### config.mk
export PLATFORM = sky130hd
export DESIGN_NAME = mc_ctrl
export DESIGN_NICKNAME = d
export VERILOG_FILES = /design/src/rtl/mc_pkg.sv /design/src/rtl/mc_decode.sv /design/src/rtl/mc_ctrl.sv
export SDC_FILE = /design/constraint.sdc
export NUM_CORES = 1
export LEC_CHECK = 0
export ABC_CLOCK_PERIOD_IN_PS = 4100
export CORE_AREA = 2 2 65 67
export DETAILED_ROUTE_END_ITERATION = 16
export DIE_AREA = 0 0 67 69
export HOLD_SLACK_MARGIN = 0.12
export PLACE_DENSITY = 0.86
export RECOVER_POWER = 50
export SLEW_MARGIN = 5
export SYNTH_ARGS = -nofsm -noshare
export SYNTH_HDL_FRONTEND = slang
export SYNTH_HIERARCHICAL = 1
export SYNTH_SLANG_ARGS = --single-unit
### constraint.sdc
create_clock -name clock -period 4.1 [get_ports clock]
set_clock_uncertainty 0.15 [all_clocks]
set_input_delay 1.23 -clock clock [delete_from_list [all_inputs] [get_ports clock]]
set_output_delay 1.23 -clock clock [all_outputs]
set_load 0.05 [all_outputs]
### src/rtl/mc_pkg.sv
// Shared encodings for the multi-cycle sequencing controller: states, opcodes,
// ALU ops, writeback selects, overflow status codes and the decoder result struct.
package mc_pkg;

    localparam logic [2:0] S_IDLE   = 3'd0;
    localparam logic [2:0] S_FETCH  = 3'd1;
    localparam logic [2:0] S_DECODE = 3'd2;
    localparam logic [2:0] S_EXEC   = 3'd3;
    localparam logic [2:0] S_MEM    = 3'd4;
    localparam logic [2:0] S_WB     = 3'd5;

    localparam logic [4:0] OP_RTYPE = 5'b00000;
    localparam logic [4:0] OP_ADDI  = 5'b00101;
    localparam logic [4:0] OP_SW    = 5'b00111;
    localparam logic [4:0] OP_LW    = 5'b01000;

    localparam logic [4:0] ALU_ADD = 5'b00000;
    localparam logic [4:0] ALU_SUB = 5'b00001;
    localparam logic [4:0] ALU_AND = 5'b00010;
    localparam logic [4:0] ALU_OR  = 5'b00011;
    localparam logic [4:0] ALU_SLL = 5'b00100;
    localparam logic [4:0] ALU_SRA = 5'b00101;

    localparam logic [1:0] WB_ALU    = 2'd0;
    localparam logic [1:0] WB_MEM    = 2'd1;
    localparam logic [1:0] WB_STATUS = 2'd2;

    // Overflow status codes; OVF_NONE marks ops whose overflow flag is ignored.
    localparam logic [1:0] OVF_NONE = 2'd0;
    localparam logic [1:0] OVF_ADD  = 2'd1;
    localparam logic [1:0] OVF_ADDI = 2'd2;
    localparam logic [1:0] OVF_SUB  = 2'd3;

    localparam int STATUS_REG_DEF = 30;

    typedef struct packed {
        logic       is_alu;
        logic       is_imm;
        logic       is_lw;
        logic       is_sw;
        logic [1:0] ovf_code;
        logic       legal;
    } dec_t;

    function automatic logic [31:0] status_word(input logic [1:0] code);
        return {30'd0, code};
    endfunction

endpackage

### src/rtl/mc_decode.sv
// Combinational opcode / ALU-op decoder for mc_ctrl.
module mc_decode
    import mc_pkg::*;
#(
    parameter int OPW = 5
) (
    input  logic [OPW-1:0] opcode,
    input  logic [OPW-1:0] alu_op,
    output dec_t           dec
);

    always_comb begin
        dec = '0;
        case (opcode)
            OP_RTYPE: begin
                dec.is_alu = 1'b1;
                dec.legal  = 1'b1;
                if (alu_op == ALU_ADD) begin
                    dec.ovf_code = OVF_ADD;
                end else if (alu_op == ALU_SUB) begin
                    dec.ovf_code = OVF_SUB;
                end else begin
                    dec.ovf_code = OVF_NONE;
                end
            end
            OP_ADDI: begin
                dec.is_imm   = 1'b1;
                dec.legal    = 1'b1;
                dec.ovf_code = OVF_ADDI;
            end
            OP_LW: begin
                dec.is_lw = 1'b1;
                dec.legal = 1'b1;
            end
            OP_SW: begin
                dec.is_sw = 1'b1;
                dec.legal = 1'b1;
            end
            default: dec = '0;
        endcase
    end

endmodule

### src/rtl/mc_ctrl.sv
// Single-clock multi-cycle sequencer (FETCH/DECODE/EXEC/MEM/WB) with Moore strobes.
// Optional performance counters are enabled with MC_CTRL_PERF_CNT_EN.
module mc_ctrl
    import mc_pkg::*;
#(
    parameter int OPW        = 5,
    parameter int RW         = 5,
    parameter int STATUS_REG = STATUS_REG_DEF,
    parameter int CNT_W      = 32
) (
    input  logic          clock,
    input  logic          reset,
    input  logic          run,
    input  logic [31:0]   instr,
    input  logic          dmem_ready,
    input  logic          alu_ovf,
    output logic          pc_en,
    output logic          ir_load,
    output logic          rf_re,
    output logic          alu_en,
    output logic          dmem_re,
    output logic          dmem_we,
    output logic          rf_we,
    output logic [RW-1:0] rf_waddr,
    output logic [1:0]    wb_sel,
    output logic [31:0]   status_val,
    output logic          illegal,
    output logic [2:0]    state_o
`ifdef MC_CTRL_PERF_CNT_EN
    ,
    output logic [CNT_W-1:0] cycle_cnt,
    output logic [CNT_W-1:0] retire_cnt
`endif
);

    localparam logic [RW-1:0] STATUS_ADDR = RW'(STATUS_REG);

    logic [2:0]     state;
    logic [2:0]     state_nxt;
    logic [OPW-1:0] opcode_q;
    logic [OPW-1:0] aluop_q;
    logic [RW-1:0]  rd_q;
    logic           wr_ok;
    logic           redirect;
    dec_t           dec;

    logic unused_instr;
    assign unused_instr = ^{instr[21:7], instr[1:0]};

    mc_decode #(.OPW(OPW)) u_decode (
        .opcode (opcode_q),
        .alu_op (aluop_q),
        .dec    (dec)
    );

    assign redirect = alu_ovf && (dec.ovf_code != OVF_NONE);

    // dmem handshake: the request (dmem_re/dmem_we) stays high for every MEM
    // cycle; dmem_ready completes it only while in MEM and is ignored elsewhere.
    always_comb begin
        state_nxt = state;
        case (state)
            S_IDLE:   state_nxt = run ? S_FETCH : S_IDLE;
            S_FETCH:  state_nxt = S_DECODE;
            S_DECODE: begin
                if (dec.legal) begin
                    state_nxt = S_EXEC;
                end else begin
                    state_nxt = run ? S_FETCH : S_IDLE;
                end
            end
            S_EXEC:   state_nxt = (dec.is_lw || dec.is_sw) ? S_MEM : S_WB;
            S_MEM: begin
                if (dmem_ready) begin
                    if (dec.is_lw) begin
                        state_nxt = S_WB;
                    end else begin
                        state_nxt = run ? S_FETCH : S_IDLE;
                    end
                end
            end
            S_WB:     state_nxt = run ? S_FETCH : S_IDLE;
            default:  state_nxt = S_IDLE;
        endcase
    end

    always_ff @(posedge clock or negedge reset) begin
        if (!reset) begin
            state <= S_IDLE;
        end else begin
            state <= state_nxt;
        end
    end

    always_ff @(posedge clock or negedge reset) begin
        if (!reset) begin
            opcode_q <= '0;
            aluop_q  <= '0;
            rd_q     <= '0;
        end else if (state == S_FETCH) begin
            opcode_q <= instr[31 -: OPW];
            rd_q     <= instr[26 -: RW];
            aluop_q  <= instr[2 +: OPW];
        end
    end

    // Writeback target is fixed when EXEC ends; lw carries it through MEM unchanged.
    always_ff @(posedge clock or negedge reset) begin
        if (!reset) begin
            rf_waddr   <= '0;
            wb_sel     <= WB_ALU;
            status_val <= '0;
            wr_ok      <= 1'b0;
        end else if (state == S_EXEC) begin
            if (redirect) begin
                rf_waddr   <= STATUS_ADDR;
                wb_sel     <= WB_STATUS;
                status_val <= status_word(dec.ovf_code);
                wr_ok      <= 1'b1;
            end else begin
                rf_waddr   <= rd_q;
                wb_sel     <= dec.is_lw ? WB_MEM : WB_ALU;
                status_val <= '0;
                wr_ok      <= (rd_q != '0) && !dec.is_sw;
            end
        end
    end

    assign pc_en   = (state == S_FETCH);
    assign ir_load = (state == S_FETCH);
    assign rf_re   = (state == S_DECODE);
    assign illegal = (state == S_DECODE) && !dec.legal;
    assign alu_en  = (state == S_EXEC);
    assign dmem_re = (state == S_MEM) && dec.is_lw;
    assign dmem_we = (state == S_MEM) && dec.is_sw;
    assign rf_we   = (state == S_WB) && wr_ok;
    assign state_o = state;

`ifdef MC_CTRL_PERF_CNT_EN
    logic retire;
    assign retire = (state == S_WB) || ((state == S_MEM) && dec.is_sw && dmem_ready);

    always_ff @(posedge clock or negedge reset) begin
        if (!reset) begin
            cycle_cnt  <= '0;
            retire_cnt <= '0;
        end else begin
            if (state != S_IDLE) begin
                cycle_cnt <= cycle_cnt + 1'b1;
            end
            if (retire) begin
                retire_cnt <= retire_cnt + 1'b1;
            end
        end
    end
`else
    logic unused_cnt_w;
    assign unused_cnt_w = (CNT_W != 0);
`endif

endmodule

==> impl_metrics.ini <==
[detailed_routing]
wl_per_cell_um = 12.0
ant_nets = 0
vias_per_cell = 4.54
vias = 1035
drtPass1Iterations = 4
wirelength_um = 2730
drt_iter0_markers = 29
drc = 0

[job]
maxCapViolCount = 0

[finish]
diodes = 0
layout.cells.non_filler = 228
post-route-util_pct = 48.2
drive_gt1_share_pct = 15.2
fillers = 375
area_growth_pct = 25.6
nNetsFinal = 216
seq_area_um2 = 701
multi_input_area_um2 = 641

[timing]
rsz0062_at_grt = false
fmax_mhz = 264
post-route-period-util_pct = 92.4
slew_viol_final = 0
final.setup.tns_ps = 0
slew_headroom_pct = 3.63
hold_violations = 0
setup_violations = 0
period_minus_slack_ps = 3790
tightest_slew_ps = 1450

[critical_path]
cp_data_arrival_time_ps = 2410
worstPathRequired_ps = 2720
criticalPathCategory = reg -> out
critPathLaunchType = flip-flop
end_kind = output port
cp_max_fo = 5

[clock_tree]
cts-root-buf = clkbuf_8
h-tree-depth = 1
cts_max_path_buffers = 2
postCtsSetupRepairBufs = 0
cts_tree = done
cts_resized = 0
cts-buffers-inserted = 3
cts.sink_count = 28
worstSkewPairLatency_ps = 270
holdBufCountCts = 0
path_clk_slew_ps = 90

[power]
ir_drop_v = 0.000451
p_per_area_nw_per_um2 = 825
p_leak_nw = 0.841

[global_routing]
gr-usage-all-layers_pct = 12.4
grt_pass1_vias = 976
antenna_found_initial = 0
grt.overflow.total = 0
grt_pass1_wl_um = 4420
grt_max_degree = 29

[status]
status = finished, final reports clean

[synthesis]
yosysWarnings = 6
postSynthAreaPerCell_um2 = 11.1
syn_inst = 135
synth_area_um2 = 1500

[die]
die_x_um = 67
initial_core_util_pct = 38.4
die_y_um = 69
num_io_pins = 87
core_area_um2 = 3910
dieArea_um2 = 4620
core.rowCount = 23

[placement]
dp_hpwl_um = 2170
port_buffers = 39
gp_congestion = 0.741
dp_cells = 224

[hold_path]
hp-class = reg -> reg
## registers in the layout, indices dropped and copies added, names as in the netlist
name,count
rd_q,5
wr_ok,1
rf_waddr,5
state_o,3
wb_sel,2
aluop_q,5
opcode_q,5
status_val,2
## cell type report
cell class,count,share of cell area (%)
inverters,2,0.398
repair buffers,44,22.3
clock buffers,4,2.92
well taps,50,3.32
flip-flops and latches,28,37.1
multi-input cells,100,34.0
## cells in the final DEF (no fill, tap or decap), types with 4 or more instances in the layout
cell / n
clkbuf_8: 4
clkdlybuf4s50_1: 32
conb_1: 30
dfrtp_1: 28
dlygate4sd3_1: 7
mux2_2: 15
nand2_1: 13
nand3_1: 5
nor2_1: 4
o22a_1: 5
## power by group
group	internal (mW)	switching (mW)
clock network	0.0859	0.0801
logic	0.338	0.517
registers	0.410	0.126
total	0.834	0.723
## stage by stage
step	cell area, um2	hold WS, ps	power [mW]	worst slack (ps)
after floorplan	1610	325	1.19	525
after global placement	1840	300	1.38	632
after detailed placement	1840	322	1.41	613
after CTS	1890	343	1.58	295
after global routing	1890	375	1.64	178
final	1890	336	1.56	312
## metal layers
metal,routed length (um),track usage (%),up-vias
li1,-,-,485
met1,1060,15.5,500
met2,1440,20.5,45
met3,174,1.96,5
met4,51,6.12,0
met5,0,0,-
## final timing paths
path                            slack, ps             to  cells past startpoint          start
min in group asynchronous            1670    opcode_q[4]                      2          reset
worst max register to register       1920        rd_q[0]                      3     state_o[0]
worst max-delay path                  310        dmem_re                      5    opcode_q[2]
max in group asynchronous            1290    opcode_q[3]                      2          reset
worst min-delay path                  340  status_val[1]                      2  status_val[1]
worst min register to register        340  status_val[1]                      2  status_val[1]
## critical path: stages (launching register included)
cell,delay (ps)
dfrtp_1,420
or3_1,430
nor3b_1,220
buf_4,160
and2_1,120
clkdlybuf4s50_1,790
(Power assumes the default switching activity.)
